===== src/rtl/nand_flash_target.sv =====
// rtl/nand_flash_target.sv - x8 async NAND die responder with page register and small array
module nand_flash_target #(
    parameter int         PAGE_BYTES = 16,
    parameter int         PAGES      = 16,
    parameter int         T_READ_CYC = 32,
    parameter int         T_PROG_CYC = 128,
    parameter int         T_RST_CYC  = 8,
    parameter logic [7:0] ID0        = 8'hEC,
    parameter logic [7:0] ID1        = 8'hD3,
    parameter logic [7:0] IDLEDATA   = 8'hAA
) (
    input  logic       clk,
    input  logic       rst,
    input  logic       iCE_N,
    input  logic       iCLE,
    input  logic       iALE,
    input  logic       iWE_N,
    input  logic       iRE_N,
    input  logic       iWP_N,
    input  logic [7:0] flash_data,
    output logic [7:0] flash_q,
    output logic       q_oe,
    output logic       oRB_N
);
    localparam int CB    = $clog2(PAGE_BYTES);
    localparam int RB    = $clog2(PAGES);
    localparam int XW    = CB + 1;
    localparam int T_RP  = (T_READ_CYC > T_PROG_CYC) ? T_READ_CYC : T_PROG_CYC;
    localparam int T_MAX = (T_RP > T_RST_CYC) ? T_RP : T_RST_CYC;
    localparam int CW    = $clog2(T_MAX) + 1;

    localparam logic [7:0] CMD_READ1  = 8'h00;
    localparam logic [7:0] CMD_READ2  = 8'h30;
    localparam logic [7:0] CMD_PROG1  = 8'h80;
    localparam logic [7:0] CMD_PROG2  = 8'h10;
    localparam logic [7:0] CMD_ID     = 8'h90;
    localparam logic [7:0] CMD_STATUS = 8'h70;
    localparam logic [7:0] CMD_RESET  = 8'hFF;

    typedef enum logic [3:0] {
        S_IDLE, S_RD_ADDR, S_RD_BUSY, S_RD_OUT, S_PG_ADDR, S_PG_LOAD,
        S_PG_BUSY, S_ID_ADDR, S_ID_OUT, S_ST_OUT, S_RST_BUSY
    } state_t;

    // The array operation runs independently of the state so that a status
    // read can park the FSM in S_ST_OUT while the timer keeps counting.
    typedef enum logic [1:0] {OP_NONE, OP_READ, OP_PROG, OP_RST} op_t;

    state_t          state, state_n;
    op_t             op, op_n;
    logic [CW-1:0]   cnt;
    logic [CW-1:0]   load_val;
    logic            load_cnt;
    logic [XW-1:0]   xfer;
    logic [CB-1:0]   xidx;
    logic [CB-1:0]   col;
    logic [RB-1:0]   row;
    logic [1:0]      addr_cnt;
    logic            id_ptr;
    logic            fail;

    logic            s1_ce, s1_cle, s1_ale, s1_we, s1_re, s1_wp;
    logic [7:0]      s1_data;
    logic            s2_we, s2_re;

    logic [7:0]      page_reg [0:PAGE_BYTES-1];
    logic [7:0]      mem      [0:PAGES*PAGE_BYTES-1];

    logic            we_rise, re_fall, re_rise;
    logic            cmd_ev, addr_ev, data_ev;
    logic            busy, busy_n, out_state, rd_en, enter_addr, pg_fill;
    logic [7:0]      status, out_byte;

    assign we_rise   = s1_we & ~s2_we;
    assign re_fall   = ~s1_re & s2_re;
    assign re_rise   = s1_re & ~s2_re;
    assign cmd_ev    = we_rise & ~s1_ce & s1_cle & ~s1_ale;
    assign addr_ev   = we_rise & ~s1_ce & s1_ale & ~s1_cle;
    assign data_ev   = we_rise & ~s1_ce & ~s1_cle & ~s1_ale;
    assign busy      = (op != OP_NONE);
    assign busy_n    = (op_n != OP_NONE);
    assign xidx      = xfer[CB-1:0];
    assign status    = {s1_wp, ~busy, 5'b0, fail};
    assign out_state = (state == S_RD_OUT) || (state == S_ID_OUT) || (state == S_ST_OUT);
    assign rd_en     = ~s1_ce & ~s1_re & out_state;
    assign enter_addr = cmd_ev && ((state_n == S_RD_ADDR) || (state_n == S_PG_ADDR) ||
                                   (state_n == S_ID_ADDR));
    assign pg_fill   = cmd_ev && (state_n == S_PG_ADDR);

    function automatic state_t decode(input logic [7:0] c);
        case (c)
            CMD_READ1: decode = S_RD_ADDR;
            CMD_PROG1: decode = S_PG_ADDR;
            CMD_ID:    decode = S_ID_ADDR;
            default:   decode = S_IDLE;
        endcase
    endfunction

    always_comb begin
        state_n  = state;
        op_n     = op;
        load_cnt = 1'b0;
        load_val = '0;
        if (busy && cnt == '0) begin
            op_n = OP_NONE;
            case (state)
                S_RD_BUSY:             state_n = S_RD_OUT;
                S_PG_BUSY, S_RST_BUSY: state_n = S_IDLE;
                default:               state_n = state;
            endcase
        end
        if (cmd_ev) begin
            if (s1_data == CMD_RESET) begin
                state_n  = S_RST_BUSY;
                op_n     = OP_RST;
                load_cnt = 1'b1;
                load_val = CW'(T_RST_CYC);
            end else if (s1_data == CMD_STATUS) begin
                state_n = S_ST_OUT;
            end else if (!busy) begin
                if (state == S_RD_ADDR && s1_data == CMD_READ2 && addr_cnt == 2'd2) begin
                    state_n  = S_RD_BUSY;
                    op_n     = OP_READ;
                    load_cnt = 1'b1;
                    load_val = CW'(T_READ_CYC);
                end else if (state == S_PG_LOAD && s1_data == CMD_PROG2) begin
                    state_n  = S_PG_BUSY;
                    op_n     = OP_PROG;
                    load_cnt = 1'b1;
                    load_val = CW'(T_PROG_CYC);
                end else begin
                    state_n = decode(s1_data);
                end
            end
        end else if (addr_ev) begin
            if (state == S_PG_ADDR && addr_cnt == 2'd1)
                state_n = S_PG_LOAD;
            else if (state == S_ID_ADDR)
                state_n = S_ID_OUT;
        end
    end

    always_comb begin
        case (state)
            S_RD_OUT: out_byte = page_reg[col];
            S_ID_OUT: out_byte = id_ptr ? ID1 : ID0;
            S_ST_OUT: out_byte = status;
            default:  out_byte = IDLEDATA;
        endcase
    end

    always_ff @(posedge clk) begin
        if (rst) begin
            s1_ce    <= 1'b1;
            s1_cle   <= 1'b0;
            s1_ale   <= 1'b0;
            s1_we    <= 1'b1;
            s1_re    <= 1'b1;
            s1_wp    <= 1'b1;
            s1_data  <= '0;
            s2_we    <= 1'b1;
            s2_re    <= 1'b1;
            state    <= S_IDLE;
            op       <= OP_NONE;
            cnt      <= '0;
            xfer     <= '0;
            col      <= '0;
            row      <= '0;
            addr_cnt <= '0;
            id_ptr   <= 1'b0;
            fail     <= 1'b0;
            oRB_N    <= 1'b1;
            q_oe     <= 1'b0;
            flash_q  <= IDLEDATA;
        end else begin
            s1_ce   <= iCE_N;
            s1_cle  <= iCLE;
            s1_ale  <= iALE;
            s1_we   <= iWE_N;
            s1_re   <= iRE_N;
            s1_wp   <= iWP_N;
            s1_data <= flash_data;
            s2_we   <= s1_we;
            s2_re   <= s1_re;
            state   <= state_n;
            op      <= op_n;
            oRB_N   <= ~(busy & busy_n);

            if (load_cnt) begin
                cnt  <= load_val;
                xfer <= '0;
            end else begin
                if (cnt != '0)
                    cnt <= cnt - 1'b1;
                if (busy && !xfer[XW-1])
                    xfer <= xfer + 1'b1;
            end

            if (enter_addr) begin
                addr_cnt <= '0;
                id_ptr   <= 1'b0;
            end
            if (cmd_ev && s1_data == CMD_RESET)
                fail <= 1'b0;
            else if (load_cnt && op_n == OP_PROG)
                fail <= ~s1_wp;

            if (addr_ev && (state == S_RD_ADDR || state == S_PG_ADDR)) begin
                if (addr_cnt == 2'd0)
                    col <= s1_data[CB-1:0];
                else if (addr_cnt == 2'd1)
                    row <= s1_data[RB-1:0];
                if (addr_cnt != 2'd2)
                    addr_cnt <= addr_cnt + 2'd1;
            end
            if (data_ev && state == S_PG_LOAD)
                col <= col + 1'b1;
            if (re_rise && !s1_ce) begin
                if (state == S_RD_OUT)
                    col <= col + 1'b1;
                else if (state == S_ID_OUT)
                    id_ptr <= ~id_ptr;
            end

            q_oe <= rd_en;
            if (!rd_en)
                flash_q <= IDLEDATA;
            else if (re_fall)
                flash_q <= out_byte;
        end
    end

    // Storage is not reset; a reset mid-program must still suppress the write.
    always_ff @(posedge clk) begin
        if (!rst && op == OP_PROG && !fail && !xfer[XW-1])
            mem[{row, xidx}] <= page_reg[xidx];
        if (op == OP_READ && !xfer[XW-1]) begin
            page_reg[xidx] <= mem[{row, xidx}];
        end else if (pg_fill) begin
            for (int i = 0; i < PAGE_BYTES; i++)
                page_reg[i] <= 8'hFF;
        end else if (data_ev && state == S_PG_LOAD) begin
            page_reg[col] <= s1_data;
        end
    end
endmodule


===== config.mk =====
export PLATFORM = sky130hd
export DESIGN_NAME = nand_flash_target
export DESIGN_NICKNAME = d
export VERILOG_FILES = /design/src/rtl/nand_flash_target.sv
export SDC_FILE = /design/constraint.sdc
export NUM_CORES = 2
export LEC_CHECK = 0
export CAP_MARGIN = 20
export CORE_ASPECT_RATIO = 0.9
export CORE_MARGIN = 5
export CORE_UTILIZATION = 46
export CTS_BUF_LIST = sky130_fd_sc_hd__clkbuf_4
export DETAILED_ROUTE_END_ITERATION = 12
export PLACE_DENSITY = 0.67
export SYNTH_ARGS = -nofsm -noshare
export SYNTH_HDL_FRONTEND = slang
export SYNTH_SLANG_ARGS = --single-unit

===== constraint.sdc =====
create_clock -name clk -period 8.5 [get_ports clk]
set_clock_uncertainty 0.05 [all_clocks]
set_input_delay 1.275 -clock clk [delete_from_list [all_inputs] [get_ports clk]]
set_output_delay 1.275 -clock clk [all_outputs]
set_load 0.05 [all_outputs]

Yosys cells after proc, flatten, opt, wreduce, memory -nomap -nowiden

Memories as Yosys holds them, arrays and structs flattened. A register that Yosys moved wholly into a read port is not among the register bits.
Cells that the tools add are included.

Add/subtract/negate cells: 4
Eq/ne operators: 25
Multiplexer cells: 67
Bitwise logic cells: 25
Reduce and logical (&&, ||, !) cells: 40

Operator list:

| operator            | number |
|---|---|
| $mux 8              | 10 |
| $mux 4              | 18 |
| $eq 4x3->1 const B  | 6 |
| $eq 8x8->1 const B  | 3 |
| $pmux 8 s3          | 1 |
| $mux 1              | 23 |
| $mux 2              | 10 |
| $logic_and 1x1->1   | 17 |
| $logic_not 8->1     | 2 |
| $reduce_or 8->1     | 2 |
| $and 1x1->1         | 13 |
| $eq 4x4->1 const B  | 3 |
| $not 1->1           | 12 |
| $pmux 3 s3          | 1 |
| $eq 4x1->1 const B  | 2 |
| $eq 4x2->1 const B  | 2 |
| $eq 8x5->1 const B  | 1 |
| $eq 8x6->1 const B  | 1 |
| $eq 8x7->1 const B  | 1 |
| $pmux 4 s2          | 1 |
| $reduce_bool 8->1   | 1 |
| $reduce_or 2->1     | 4 |
| $sub 8x1->8 const B | 1 |
| $eq 2x2->1 const B  | 3 |
| other kinds (12)    | 23 |

Register bits: 57
RAM bits: 2176
Bits of input ports: 16
Memories kept: 2

Memories:

| name     | words | bits a word | rd ports | clocked after memory_dff | wr ports | line | RTL |
|---|---|---|---|---|---|---|---|
| mem      | 256   | 8           | 1        | 0                        | 1        | 67   | `logic [7:0] mem [0:PAGES*PAGE_BYTES-1];` |
| page_reg | 16    | 8           | 2        | 2                        | 16       | 66   | `logic [7:0] page_reg [0:PAGE_BYTES-1];` |

Logic depth before layout (Yosys ltp)

Word-level depth: 16
Mapped depth: 16

Least setup slack after synthesis

Ideal clock, no wire load.

Kind: flip-flop to flip-flop
Start: register (tool-made name)
End: memory mem[0][1], data pin
Library setup time: 552 ps
Data arrival time: 3262 ps
Slack: 4636 ps
Stages on the path, launching flop included: 5
Buffers on the path: 2
Period minus slack after synthesis: 3864 ps
Cells stage by stage: dfxtp_1 -> clkbuf_1 -> buf_1 -> mux4_2 -> mux4_2

RTL lines:

| element       | line |
|---|---|
| end, declared | 67 |

==> flow_summary_export.csv <==
group,metric,value,unit
min_path,holdCritStartpoint,"s1_we",
timing,fmax,175,MHz
clock_tree,cts_tree,"yes",
critical_path,path_class,"flop to flop",
floorplanning,io_pins,26,
timing,slew_headroom,0.180,
min_path,min_path_cells,1,
critical_path,cp.required,9560,ps
power_and_ir_drop,pwr-share-seq,0.576,
global_route,grt-ovfl-total,0,
min_path,hp-class,"flop to flop",
global_route,grt_pass1_wl,348000,µm
critical_path,end_kind,"flop",
synth,yosysTopAreaCell,"edfxtp_1",
clock_tree,insertion_delay,1400,ps
drt,drt_iter0_markers,6832,
floorplanning,core,0.193,mm²
timing,fin_crit_sh,0.673,
power_and_ir_drop,power_leakage,30.3,nW
global_route,grt.total_usage,0.239,
layout,nets,4980,
timing,rsz0062_at_grt,"no",
timing,finalHoldViolations,0,
run_status,outcome,"finished, final reports clean",
synth,syn_inst,4564,
synth,synth-async-reset-ratio,0,
global_route,antenna_found_initial,12,
clock_tree,root_buffer,"clkbuf_4",
clock_tree,cts.repair.resized,0,
drt,finalWirelength,243000,µm
drt,ant_nets,0,
global_route,first_global_vias,48700,
critical_path,start_kind,"flop",
critical_path,cpPeakStageDelay,960,ps
power_and_ir_drop,p_sw_frac,0.217,
timing,tns,0,ps
synth,syn_area_per_cell,19.4,µm²
timing,layout_min_cycle_time,5720,ps
synth,synth_ff_type,"edfxtp_1",
power_and_ir_drop,finalPower,0.0211,W
synth,seq_area_frac_synth,0.736,
synth,ys_ff_latch,2237,
clock_tree,postCtsSetupBuffers,0,
power_and_ir_drop,power.switching,0.00457,W
layout,fillers,15600,
critical_path,cp_slowest_cell,"dfxtp_4",
floorplanning,die_height,427,µm
placement,io_buffers,25,
timing,worst_pin_slew,1230,ps
placement,gp_congestion,0.888,
synth,synth_nets,4587,
global_route,grt_start_max_net_pins,203,
drt,vias_per_cell,6.28,
critical_path,r2r_end,"page_reg[14][1]",
clock_tree,cts_buffers,564,
timing,setup_viol,0,
timing,drv_slew,0,
critical_path,r2r_start,"xfer[0]",
clock_tree,cts_hold_buffers,0,
min_path,worstHoldEndpoint,"s2_we",
critical_path,path_max_fanout,38,
power_and_ir_drop,pwr-share-comb,0.020,
flow_run,cap_viol_max_count,0,
power_and_ir_drop,ir_worst_vdd,0.166,mV
power_and_ir_drop,internal_power,0.0165,W
placement,dp_hpwl,143000,µm
synth,yosys_warnings,0,
floorplanning,die_area,0.202,mm²
layout,drive_gt1_frac,0.285,
synth,synth_edf_count,2048,
synth,yosysUniqueCellTypes,78,
critical_path,critPathArrivalTime,6780,ps
power_and_ir_drop,p_clk_frac,0.404,
critical_path,reg2regPathDepth,9,
synth,synth_area_leaders,"edfxtp_1 (69%), mux4_2 (14%), dfxtp_1 (4.3%), nor2_1 (1.3%), mux2i_1 (1.1%)",
floorplanning,start_util,0.461,
clock_tree,cts_max_level,6,
floorplanning,die_width,473,µm
layout,area_delta_synth_final,10.5,%
critical_path,rrSetupSlack,2780,ps
clock_tree,numClockSinks,2237,
synth,synth_top_area_share,0.693,
clock_tree,clk_pin_slew,70,ps
synth,synth_area,0.0887,mm²
drt,drc_errors,0,
drt,first_pass_iters,6,
floorplanning,rows,153,
clock_tree,cts_buffer_depth,4,
layout,largest_register_ff_count,2048,
drt,dr_total_vias,49400,
critical_path,crit_path_cell_trace,"buf_4 -> mux4_2 -> a22o_1 -> a221oi_1 -> o22ai_1 -> o21ai_0 -> o22ai_1 -> o22ai_2 -> o21ai_0",
drt,wl_per_cell,30.9,µm
layout,fin_util,0.509,
power_and_ir_drop,p_per_area,215,mW/mm²
==> how the worst max path moves through the flow <==
stage	startpoint	endpoint	slack [ps]
global placement	rst	mem[185][4]	2910
floorplan	flop	mem[0][1]	4640
detailed placement	rst	mem[186][7]	2780
global route	xfer[0]	page_reg[14][1]	2600
finish	xfer[0]	page_reg[14][1]	2780
CTS	xfer[0]	page_reg[14][1]	3030
==> cell type report <==
class	count	area (µm²)	area share
clock buffers	752	5650	0.0576
repair buffers	123	1280	0.0131
flip-flops and latches	2237	65300	0.666
multi-input cells	2016	21700	0.222
clock inverters	141	751	0.00766
diodes	22	55.1	0.000562
well taps	2557	3200	0.0326
inverters	15	56.3	0.000574
==> per-stage QoR <==
stage                     hold slack [ps]  cells  setup WS (ps)  area, µm²
after global routing                  352   7853           2600      98000
after floorplan                       389   4564           4640      88700
after CTS                             359   7836           3030      97900
final                                 424   7863           2780      98000
after detailed placement              417   6943           2780      91500
after global placement                413   6941           2910      91500
==> power groups by stage <==
| stage | registers (W) | clock network [W] | logic (W) |
|---|---|---|---|
| after global routing | 0.0121 | 0.00928 | 0.000460 |
| after detailed placement | 0.0124 | 0 | 0.000419 |
| after CTS | 0.0121 | 0.00865 | 0.000419 |
| after global placement | 0.0124 | 0 | 0.000403 |
| after floorplan | 0.0124 | 0 | 0.000230 |
| final | 0.0121 | 0.00852 | 0.000423 |
==> synth_stat cells (6+ instances only) <==
library cell and instances:
edfxtp_1 2048, mux4_2 562, nor2_1 317, dfxtp_1 189, nand2_1 159, clkbuf_1 136, a21oi_1 129, o21ai_0 128
mux2i_1 95, a22oi_1 89, nand3_1 51, buf_4 50, buf_2 49, a221oi_1 38, buf_6 34, nor3_1 32
nor2b_1 31, o211ai_1 30, a22o_1 29, o21ai_1 24, o22ai_1 23, mux4_1 21, a211oi_1 20, buf_1 17
nand4_1 17, o311ai_0 17, a31oi_1 14, inv_1 14, nand2b_1 14, mux2_2 11, nor4_1 10, or3_1 10
and2_1 9, and3_1 9, nand3b_1 9, or2_2 9, xnor2_1 8, ha_1 7, nor3b_1 6, o221ai_1 6
o31ai_1 6, xor2_1 6
==> kinds of logic (layout without fill, tap and decap cells) <==
logic type,after synthesis,in the layout,share of synthesized area
flip-flops,2237,2237,0.736
AND/OR/NAND/NOR,702,702,0.0357
other,0,22,0
multiplexers,689,689,0.161
AO/OA/AOI/OAI,604,604,0.0449
XOR/XNOR,14,14,0.00138
adder cells (fa/ha/maj),7,7,0.000987
buffers and inverters,311,1031,0.0201
==> cell usage in the layout (no fill, tap or decap), types with 20 or more instances in the layout <==
cell / instances
nor3_1: 27
dfxtp_1: 182
a221oi_1: 38
mux2i_1: 95
clkdlybuf4s50_1: 25
mux4_1: 21
clkbuf_4: 752
edfxtp_1: 2048
nand3_1: 51
a21oi_1: 129
clkinv_1: 108
nor2b_1: 27
buf_4: 75
nor2_1: 315
o211ai_1: 30
mux4_2: 554
a211oi_1: 20
a22oi_1: 89
diode_2: 22
nand2_1: 155
o22ai_1: 23
a22o_1: 29
o21ai_1: 25
o21ai_0: 127
==> per-layer routing <==
layer  up-vias  GRT usage  part of all wire
met5         -    0.00265                 0
met4         0     0.0937             0.037
li1      20000          -                 -
met2      3433      0.342              0.44
met3       562     0.0848              0.13
met1     25300      0.337              0.39
==> critical path, delay by kind of cell (launching register included) <==
family	cells	cell delay (ps)
muxes	1	600
DFF	1	960
buffers and inverters	1	710
AOI/OAI and AO/OA	7	3050
(Power assumes the default switching activity.)
